[config.mk]
export PLATFORM = sky130hd
export DESIGN_NAME = eth_decap
export DESIGN_NICKNAME = d
export VERILOG_FILES = /design/src/rtl/eth_decap.sv
export SDC_FILE = /design/constraint.sdc
export NUM_CORES = 1
export LEC_CHECK = 0
export BUFFER_PORTS_ARGS = -buffer_cell sky130_fd_sc_hd__clkbuf_2
export CELL_PAD_IN_SITES_DETAIL_PLACEMENT = 1
export CELL_PAD_IN_SITES_GLOBAL_PLACEMENT = 1
export CORE_UTILIZATION = 45
export DETAILED_ROUTE_END_ITERATION = 10
export PLACE_DENSITY = 0.84
export RECOVER_POWER = 100
export SETUP_SLACK_MARGIN = 0.05
export SYNTH_ARGS = -nofsm -noshare
export SYNTH_HDL_FRONTEND = slang
export SYNTH_SLANG_ARGS = --single-unit
export TNS_END_PERCENT = 100
[constraint.sdc]
create_clock -name clk156 -period 31.1 [get_ports clk156]
set_clock_uncertainty 0.2 [all_clocks]
set_input_delay 6.22 -clock clk156 [delete_from_list [all_inputs] [get_ports clk156]]
set_output_delay 6.22 -clock clk156 [all_outputs]
set_load 0.05 [all_outputs]
[src/rtl/eth_decap.sv]
// Receive side of the TLP capture tunnel: validates the 48-byte Eth/IPv4/UDP/TCAP header,
// strips it, and forwards the payload beats to the TLP FIFO in the 74-bit encap word format.
module eth_decap #(
  parameter logic [47:0] eth_addr  = 48'h00_11_22_33_44_55,
  parameter logic [15:0] udp_dport = 16'h3776,
  parameter logic [1:0]  tcap_ver  = 2'b01
) (
  input  logic        clk156,
  input  logic        sys_rst,
  input  logic        s_axis_tvalid,
  input  logic [63:0] s_axis_tdata,
  input  logic [7:0]  s_axis_tkeep,
  input  logic        s_axis_tlast,
  input  logic        s_axis_tuser,
  output logic        s_axis_tready,
  output logic        wr_en,
  output logic [73:0] din,
  input  logic        full,
  output logic [39:0] tcap_ts,
  output logic        tcap_dir,
  output logic [31:0] pkt_ok_cnt,
  output logic [31:0] pkt_drop_cnt
);

  typedef enum logic [1:0] {
    RX_HDR  = 2'd0,
    RX_DATA = 2'd1,
    RX_DROP = 2'd2
  } state_t;

  typedef struct packed {
    logic [47:0] h_dest;
    logic [47:0] h_src;
    logic [15:0] h_proto;
  } eth_hdr_t;

  typedef struct packed {
    logic [3:0]  version;
    logic [3:0]  ihl;
    logic [7:0]  tos;
    logic [15:0] total_len;
    logic [15:0] id;
    logic [2:0]  flags;
    logic [12:0] frag_off;
    logic [7:0]  ttl;
    logic [7:0]  protocol;
    logic [15:0] checksum;
    logic [31:0] src_ip;
    logic [31:0] dst_ip;
  } ip_hdr_t;

  typedef struct packed {
    logic [15:0] src;
    logic [15:0] dest;
    logic [15:0] len;
    logic [15:0] checksum;
  } udp_hdr_t;

  typedef struct packed {
    logic [1:0]  ver;
    logic        dir;
    logic [4:0]  rsvd;
    logic [39:0] ts;
  } tcap_hdr_t;

  typedef struct packed {
    eth_hdr_t  eth;
    ip_hdr_t   ip;
    udp_hdr_t  udp;
    tcap_hdr_t tcap;
  } hdr_t;

  // raw[5] holds the first wire beat so the struct fields read in network order
  typedef union packed {
    logic [5:0][63:0] raw;
    hdr_t             h;
  } packet_t;

  function automatic logic [63:0] endian_conv64(input logic [63:0] d);
    logic [63:0] r;
    for (int j = 0; j < 8; j++) begin
      r[63-8*j -: 8] = d[8*j +: 8];
    end
    return r;
  endfunction

  state_t      state_q, state_d;
  logic [2:0]  beat_cnt_q, beat_cnt_d;
  packet_t     hdr_q, hdr_d;
  logic [31:0] ok_cnt_q, ok_cnt_d;
  logic [31:0] drop_cnt_q, drop_cnt_d;
  logic [39:0] ts_q, ts_d;
  logic        dir_q, dir_d;

  logic        ready_c;
  logic        accept;
  logic [2:0]  hdr_idx;
  packet_t     hdr_cat;
  logic        hdr_match;

  // Header image including the beat currently on the bus, so beat 5 is judged on its own edge
  always_comb begin
    hdr_idx              = 3'd5 - beat_cnt_q;
    hdr_cat              = hdr_q;
    hdr_cat.raw[hdr_idx] = endian_conv64(s_axis_tdata);
    hdr_match = ((hdr_cat.h.eth.h_dest == eth_addr) || (hdr_cat.h.eth.h_dest == '1))
             && (hdr_cat.h.eth.h_proto == 16'h0800)
             && (hdr_cat.h.ip.version == 4'd4)
             && (hdr_cat.h.ip.ihl == 4'd5)
             && (hdr_cat.h.ip.protocol == 8'd17)
             && (hdr_cat.h.udp.dest == udp_dport)
             && (hdr_cat.h.tcap.ver == tcap_ver);
  end

  assign accept = s_axis_tvalid && ready_c;

  // NOTE: every signal written here gets a default first, otherwise the missing paths infer latches.
  always_comb begin
    state_d    = state_q;
    beat_cnt_d = beat_cnt_q;
    hdr_d      = hdr_q;
    ok_cnt_d   = ok_cnt_q;
    drop_cnt_d = drop_cnt_q;
    ts_d       = ts_q;
    dir_d      = dir_q;
    ready_c    = 1'b0;
    wr_en      = 1'b0;

    unique case (state_q)
      RX_HDR: begin
        ready_c = 1'b1;
        if (accept) begin
          hdr_d = hdr_cat;
          if (s_axis_tlast) begin
            // Runt, or a frame that ends right at the header: never forwarded
            drop_cnt_d = drop_cnt_q + 32'd1;
            beat_cnt_d = 3'd0;
          end else if (beat_cnt_q == 3'd5) begin
            beat_cnt_d = 3'd0;
            if (hdr_match) begin
              state_d = RX_DATA;
              ts_d    = hdr_cat.h.tcap.ts;
              dir_d   = hdr_cat.h.tcap.dir;
            end else begin
              state_d = RX_DROP;
            end
          end else begin
            beat_cnt_d = beat_cnt_q + 3'd1;
          end
        end
      end

      RX_DATA: begin
        ready_c = !full;
        wr_en   = s_axis_tvalid && !full;
        if (wr_en && s_axis_tlast) begin
          ok_cnt_d   = ok_cnt_q + 32'd1;
          beat_cnt_d = 3'd0;
          state_d    = RX_HDR;
        end
      end

      RX_DROP: begin
        ready_c = 1'b1;
        if (accept && s_axis_tlast) begin
          drop_cnt_d = drop_cnt_q + 32'd1;
          beat_cnt_d = 3'd0;
          state_d    = RX_HDR;
        end
      end

      default: begin
        state_d    = RX_HDR;
        beat_cnt_d = 3'd0;
      end
    endcase
  end

  // NOTE: sequential state uses non-blocking assignments so all flops update together at the edge.
  always_ff @(posedge clk156 or posedge sys_rst) begin
    if (sys_rst) begin
      state_q    <= RX_HDR;
      beat_cnt_q <= 3'd0;
      ok_cnt_q   <= 32'd0;
      drop_cnt_q <= 32'd0;
      ts_q       <= 40'd0;
      dir_q      <= 1'b0;
    end else begin
      state_q    <= state_d;
      beat_cnt_q <= beat_cnt_d;
      ok_cnt_q   <= ok_cnt_d;
      drop_cnt_q <= drop_cnt_d;
      ts_q       <= ts_d;
      dir_q      <= dir_d;
    end
  end

  // NOTE: the header store is pure datapath, fully rewritten before it is judged, so it has no reset.
  always_ff @(posedge clk156) begin
    hdr_q <= hdr_d;
  end

  assign s_axis_tready = ready_c && !sys_rst;
  assign din           = {s_axis_tkeep, s_axis_tdata, s_axis_tlast, s_axis_tuser};
  assign tcap_ts       = ts_q;
  assign tcap_dir      = dir_q;
  assign pkt_ok_cnt    = ok_cnt_q;
  assign pkt_drop_cnt  = drop_cnt_q;

endmodule

==> impl_metrics.py, run 1 <==
metrics = {
    "sta": {
        "worst_pin_slew_ns": 4.02,
        "finalSetupTns_ns": 0,
        "post-route-period-util_pct": 45.0,
        "slew_headroom_pct": -168,
        "setup_ws_ns": 17.09,
        "holdWs_ns": 0.275,
        "fin_crit_ns": 14.01,
        "rsz0062_at_grt": "false",
        "hold_viol_final": 0,
        "clock.fmax_ghz": 0.0714,
        "finalSetupViolations": 0,
        "slew_viol_final": 298,
    },
    "global_routing": {
        "grt.overflow.total": 0,
        "antenna_found_initial": 0,
        "first_global_vias": 8537,
        "grt_usage_pct": 22.6,
        "grt_start_max_net_pins": 72,
        "grt_first_pass_wirelength_mm": 47.6,
    },
    "yosys": {
        "synth_xor_area_share_pct": 4.54,
        "yosys.area_share.simple_pct": 14.0,
        "synth_ff_type": "edfxtp_1",
        "synthAdderAreaFrac_pct": 0.314,
        "ys_ff_latch": 249,
        "ys_seq_area_share_pct": 57.9,
        "synth_warnings": 0,
        "syn_area_um2": 12000,
        "synth-compound-area-share_pct": 1.72,
        "syn_area_per_cell_um2": 12.7,
        "synth_edf_count": 139,
        "netlist_instances": 940,
        "ys_types": 51,
        "synth_top_family_by_area": "multiplexers",
        "syn-num-nets": 1021,
        "ys_async_sr_fraction_pct": 44.2,
        "yosys-mux-area-fraction_pct": 15.2,
    },
    "clocking": {
        "clock-root-buffer": "clkbuf_16",
        "post_cts_buffers": 0,
        "cts_buffer_depth": 3,
        "cts_made_buffers": 28,
        "clock-sinks": 249,
        "cts_resized": 0,
        "worstSkewPairLatency_ns": 0.54,
        "htree_levels": 1,
        "cts_tree": "yes",
        "postCtsHoldBufs": 0,
        "clk_pin_slew_ns": 0.06,
    },
    "route": {
        "routed_wirelength_mm": 30.4,
        "ant_nets": 0,
        "drcViolationCount": 0,
        "first_pass_iters": 4,
        "vias": 8055,
        "avgRoutedWirePerCell_um": 20.6,
        "viasPerCell": 5.47,
        "drt_iter0_drc": 356,
    },
    "floorplan": {
        "die_y_um": 165,
        "rows": 59,
        "core_um2": 26100,
        "start_util_pct": 45.9,
        "die-area_um2": 27300,
        "die_w_um": 165,
        "pin_count": 259,
    },
    "power_and_ir_drop": {
        "ir_drop_uv": 41.3,
        "leakage_nw": 5.40,
        "power.density_nw_per_um2": 64.0,
    },
    "placement": {
        "dpl.hpwl_mm": 20.5,
        "portBuffers": 240,
        "place_ws_ns": 17.37,
        "place_congestion": 0.809,
    },
    "min_path": {
        "hold_path_depth": 1,
        "min_path_type": "reg2reg",
    },
    "outcome": {
        "violations": "capacitance limit, slew limit",
        "status": "finished, violations left",
    },
    "worst_setup_path": {
        "slowest_stage": "nor4bb_1",
        "cp.arrival_ns": 7.59,
        "critPathLaunchType": "input port",
        "critPathCaptureType": "primary output",
        "ff2ff_path_depth": 3,
        "worstPathMaxFanout": 7,
        "required_ns": 24.68,
        "crit_chain": "clkbuf_1 > nor4bb_1 > clkbuf_1",
        "slowest_delay_ns": 0.57,
        "worst_path_most_repeated_cell": "clkbuf_1",
        "worstSetupPathType": "in2out",
    },
    "layout": {
        "mostFrequentLayoutCells": "253 x clkbuf_1, 146 x nand2_1, 139 x edfxtp_1",
        "final_util_pct": 51.4,
        "fin_nets": 1196,
        "fillers": 2865,
        "num_antenna_cells": 0,
        "layout_commonest_cell": "clkbuf_1",
        "syn_to_final_growth_pct": 11.8,
        "drive_above_1_share_pct": 12.9,
    },
    "run": {
        "cap_viol_max_count": 5,
    },
}
==> kinds of logic after synthesis <==
kind of cell / count (synthesis)
DFF: 249
and+or+nand+nor: 333
xor gates and xnor gates: 62
adders and majority gates: 3
muxes: 148
AOI/OAI and AO/OA: 26
buffers and inverters: 119
==> report_power, final <==
group	switching [mW]	internal (mW)
sequential	0.0187	0.389
combinational	0.0896	0.0385
clock	0.132	0.188
==> area by class of cell <==
type                    instances  area, um2  share of cell area [%]
inverters                      13       50.0                   0.374
repair buffers                251        971                    7.25
multi-input cells             572       4130                    30.8
well taps                     335        419                    3.13
clock inverters                 4       21.3                   0.159
clock buffers                  48        868                    6.49
flip-flops and latches        249       6930                    51.8
==> state kept, by name, summed over array words and instances, names as in the netlist <==
register and count:
pkt_ok_cnt 32, tcap_dir 1, pkt_drop_cnt 32, beat_cnt_q 3
tcap_ts 40, state_q 2, hdr_q 139
==> worst max-delay path, delay by kind of cell <==
kind                   cells  cell delay, ns
AND/OR/NAND/NOR            1            0.57
buffers and inverters      2            0.79
==> worst paths after layout <==
| kind | start | end | slack, ns |
|---|---|---|---|
| setup / recovery | s_axis_tvalid | wr_en | 17.09 |
| hold / removal | pkt_drop_cnt[31] | pkt_drop_cnt[31] | 0.28 |
| setup reg to reg | state_q[0] | hdr_q[39] | 23.79 |
| hold reg to reg | pkt_drop_cnt[31] | pkt_drop_cnt[31] | 0.28 |
| max in group asynchronous | sys_rst | beat_cnt_q[0] | 20.54 |
| min in group asynchronous | sys_rst | pkt_drop_cnt[21] | 6.00 |
==> layer usage <==
layer	global-route usage, %	routed length (um)
met3	4.87	1790
met2	38.7	15100
met1	29.0	12900
met4	5.38	620
met5	0	0
==> Yosys cell counts, types with 2 or more instances <==
library cell,instances,share of area [%]
nand2_1,146,4.6
edfxtp_1,139,35
dfrtp_1,110,23
mux2_2,103,9.7
buf_4,74,4.6
mux2_4,41,5.1
xnor2_1,38,2.8
nand3_1,32,1.3
nor2_1,32,1.0
nand4_1,31,1.6
xor2_1,24,1.8
clkbuf_1,20,0.63
nor4_1,18,0.94
inv_1,13,0.41
nor3_1,12,0.50
nor3b_1,10,0.63
and3_1,9,0.47
and4_1,8,0.59
o21ai_0,8,0.33
buf_1,6,0.19
nor4b_1,6,0.44
or4_1,6,0.38
buf_6,5,0.47
and2_1,4,0.21
mux2i_1,4,0.33
a31oi_1,3,0.16
ha_1,3,0.31
nand2b_1,3,0.16
nor2b_1,3,0.16
nor4bb_1,3,0.25
a2111oi_0,2,0.15
and4b_1,2,0.17
nand3b_1,2,0.13
o31a_1,2,0.15
or4b_2,2,0.17
==> metrics by stage <==
stage	power, mW	area (um2)	std cells
after floorplan	0.514	12000	940
after global placement	0.538	13000	1420
after detailed placement	0.546	13000	1420
after CTS	0.869	13900	1472
after global routing	0.889	13400	1472
final	0.856	13400	1472
Note: power is estimated with default switching activity, not from simulation.
==> inputs of run 2 (changes only) <==
--- a/config.mk
+++ b/config.mk
@@ -5,12 +5,13 @@
 export SDC_FILE = /design/constraint.sdc
 export NUM_CORES = 1
 export LEC_CHECK = 0
+export ABC_AREA = 1
 export BUFFER_PORTS_ARGS = -buffer_cell sky130_fd_sc_hd__clkbuf_2
 export CELL_PAD_IN_SITES_DETAIL_PLACEMENT = 1
 export CELL_PAD_IN_SITES_GLOBAL_PLACEMENT = 1
-export CORE_UTILIZATION = 45
+export CORE_UTILIZATION = 37
 export DETAILED_ROUTE_END_ITERATION = 10
-export PLACE_DENSITY = 0.84
+export PLACE_DENSITY = 0.78
 export RECOVER_POWER = 100
 export SETUP_SLACK_MARGIN = 0.05
 export SYNTH_ARGS = -nofsm -noshare
==> constraint.sdc (replaced) <==
create_clock -name clk156 -period 11.7 [get_ports clk156]
set_clock_uncertainty 0.2 [all_clocks]
set_input_delay 2.34 -clock clk156 [delete_from_list [all_inputs] [get_ports clk156]]
set_output_delay 2.34 -clock clk156 [all_outputs]
set_load 0.05 [all_outputs]
==> run 2 against run 1 <==
Non-clock buffer count is 3 lower; setup slack worse by 13 ns; core utilization is 8.8 points lower; clock-buffer cell count is 3 lower; largest cell class unchanged; flip-flop and latch count stayed put; synthesized cell count is 57% higher; sequential power grew to 2.9 times the previous value; total power grew to 3.2 times the previous value; area after synthesis is 6.6% higher; largest power group unchanged; the flow still finishes with violations (capacitance limit, slew limit).
==> impl_metrics.py, run 2 <==
metrics = {
    "clocking": {
        "postCtsHoldBufs": 0,
        "worstSkewPairLatency_ns": 0.54,
        "cts_buffer_depth": 3,
        "htree_levels": 1,
        "clk_pin_slew_ns": 0.06,
        "post_cts_buffers": 0,
        "cts_tree": "yes",
        "cts_made_buffers": 28,
        "clock-sinks": 249,
        "clock-root-buffer": "clkbuf_16",
        "cts_resized": 0,
    },
    "floorplan": {
        "die_y_um": 188,
        "start_util_pct": 37.8,
        "die_w_um": 188,
        "die-area_um2": 35200,
        "core_um2": 33700,
        "rows": 67,
        "pin_count": 259,
    },
    "yosys": {
        "syn-num-nets": 1556,
        "yosys.area_share.simple_pct": 26.6,
        "yosysTopAreaCell": "edfxtp_1",
        "ys_types": 29,
        "netlist_instances": 1475,
        "synth-compound-area-share_pct": 3.16,
        "ys_seq_area_share_pct": 54.3,
        "synthAdderAreaFrac_pct": 0.294,
        "synth_top_family_by_area": "simple AND/OR/NAND/NOR gates",
        "yosys-mux-area-fraction_pct": 0,
        "synth_ff_type": "edfxtp_1",
        "synth_edf_count": 139,
        "synth_area_leaders": "edfxtp_1 33%, dfrtp_1 22%, nand2_1 15%",
        "synth_xor_area_share_pct": 4.26,
        "ys_top_cells_by_count": "496 x nand2_1, 151 x inv_1, 139 x edfxtp_1",
        "syn_area_um2": 12800,
        "ys_async_sr_fraction_pct": 44.2,
        "ys_ff_latch": 249,
        "synth_most_common_cell": "nand2_1",
        "synth_top_area_share_pct": 32.7,
        "synth_warnings": 0,
        "syn_area_per_cell_um2": 8.65,
    },
    "worst_setup_path": {
        "cp.arrival_ns": 7.72,
        "reg2reg_from": "beat_cnt_q[0]",
        "endpoint": "tcap_ts[1]",
        "r2r_slack_ns": 4.18,
        "worstSetupPathType": "reg2reg",
        "required_ns": 11.90,
        "critPathCaptureType": "flop",
        "r2r_end": "tcap_ts[1]",
        "worstPathMaxFanout": 73,
        "critPathLaunchType": "flop",
        "startpoint": "beat_cnt_q[0]",
        "ff2ff_path_depth": 15,
    },
    "route": {
        "viasPerCell": 4.95,
        "avgRoutedWirePerCell_um": 16.6,
        "first_pass_iters": 4,
        "routed_wirelength_mm": 34.7,
        "vias": 10300,
        "ant_nets": 0,
        "drt_iter0_drc": 475,
        "drcViolationCount": 0,
    },
    "power_and_ir_drop": {
        "ir_drop_uv": 113,
        "leakage_nw": 6.76,
        "intPower_mw": 1.82,
        "pwr-share-comb_pct": 25.6,
        "power_frac_seq_pct": 42.8,
        "power.density_nw_per_um2": 193,
        "swShare_pct": 34.2,
        "power.switching_uw": 949,
        "clockPowerShare_pct": 31.6,
    },
    "layout": {
        "drive_above_1_share_pct": 6.58,
        "fin_nets": 1702,
        "syn_to_final_growth_pct": 12.5,
        "layout_commonest_cell": "nand2_1",
        "num_antenna_cells": 0,
        "mostFrequentLayoutCells": "497 x nand2_1, 198 x clkbuf_1, 151 x inv_1",
        "largest-register": "hdr_q",
        "largest_reg_flops": 139,
    },
    "sta": {
        "worst_pin_slew_ns": 4.05,
        "finalSetupTns_ns": 0,
        "fin_crit_ns": 7.52,
        "slew_headroom_pct": -170,
        "holdWs_ns": 0.267,
        "rsz0062_at_grt": "false",
        "clock.fmax_ghz": 0.133,
        "finalSetupViolations": 0,
        "slew_viol_final": 380,
        "post-route-period-util_pct": 64.3,
        "hold_viol_final": 0,
    },
    "global_routing": {
        "grt_usage_pct": 19.8,
        "grt.overflow.total": 0,
        "first_global_vias": 10900,
        "grt_first_pass_wirelength_mm": 57.0,
        "antenna_found_initial": 0,
        "grt_start_max_net_pins": 74,
    },
    "placement": {
        "portBuffers": 240,
        "place_congestion": 0.846,
        "dpl.hpwl_mm": 23.8,
    },
    "min_path": {
        "min_path_type": "reg2reg",
    },
    "outcome": {
        "status": "finished, violations left",
        "violations": "capacitance limit, slew limit",
    },
    "run": {
        "cap_viol_max_count": 6,
    },
}
==> run 2: cell types whose count changed in the layout (fill, tap and decap cells not counted), sizes merged, moves of 16 or more <==
cell   before  now
nand3      32  104
o21ai       8   77
nand4      31   55
inv        12  151
mux2      144    0
nor2       32  107
nand2     146  499
xnor2      38   22
xor2       24   40
==> run 2: power by group through the flow <==
stage	combinational, mW	sequential, mW	clock, mW
detailed placement	0.721	1.20	0
CTS	0.726	1.19	0.900
global placement	0.691	1.19	0
floorplan	0.527	1.25	0
finish	0.710	1.19	0.877
global route	0.810	1.20	0.927
==> run 2: worst max-delay path, stage by stage, from the launching register on <==
cell and delay, ns:
dfrtp_1 0.61, clkinv_1 0.12, clkbuf_1 1.12, nand2_2 0.35
clkbuf_1 2.11, nand2_1 0.16, nand2_1 0.19, nand2_1 0.08
nor2_1 0.18, nand2_1 0.11, nor2_1 0.14, nand3_1 0.11
nand2_2 0.75, nand3_4 0.76, nand2_1 0.23, nand2_1 0.09
==> run 2: cell families (layout without fill, tap and decap cells) <==
| family | after synthesis | after routing |
|---|---|---|
| simple gates | 796 | 796 |
| xor+xnor | 62 | 62 |
| buf+inv | 285 | 452 |
| flops | 249 | 249 |
| compound gates | 80 | 80 |
| fa+ha+maj | 3 | 3 |
==> run 2: final cells by class <==
cell class                 instances  area [um2]
fill                            4144       19300
inverter                         153         576
multi-input combinational        941        4360
tap                              448         561
clock inverter                     6        53.8
timing repair buffer             248        1010
clock buffer                      45         866
sequential                       249        6930
==> run 2: through the flow <==
stage                     worst slack [ns]  cell area [um2]  power, mW  utilization, %  instances
final                                 4.18            14400       2.77            42.6       2090
after global routing                  3.25            14400       2.94            42.6       2090
after CTS                             6.04            14600       2.81            43.4       2090
after detailed placement              6.04            13700       1.92            40.7       2039
after global placement                6.04            13700       1.89            40.7       2039
after floorplan                       2.74            12800       1.77               -       1475
==> run 2: how the worst min path moves through the flow <==
stage	startpoint	end	slack, ns	depth (start not counted)
after floorplan	hdr_q[266]	hdr_q[266]	0.31	2
after global placement	tcap_ts[39]	tcap_ts[39]	0.26	2
after detailed placement	tcap_ts[21]	tcap_ts[21]	0.26	2
after CTS	pkt_drop_cnt[31]	pkt_drop_cnt[31]	0.27	1
after global routing	pkt_ok_cnt[31]	pkt_ok_cnt[31]	0.29	1
final	pkt_drop_cnt[31]	pkt_drop_cnt[31]	0.27	1
==> run 2: metal layers <==
layer | up-vias | global-route usage [%] | share of wire [%]
met5 | - | 0 | 0
met4 | 0 | 5.03 | 2.0
met3 | 50 | 2.86 | 4.5
met2 | 238 | 34.9 | 49
met1 | 5078 | 25.3 | 44
li1 | 4974 | - | -
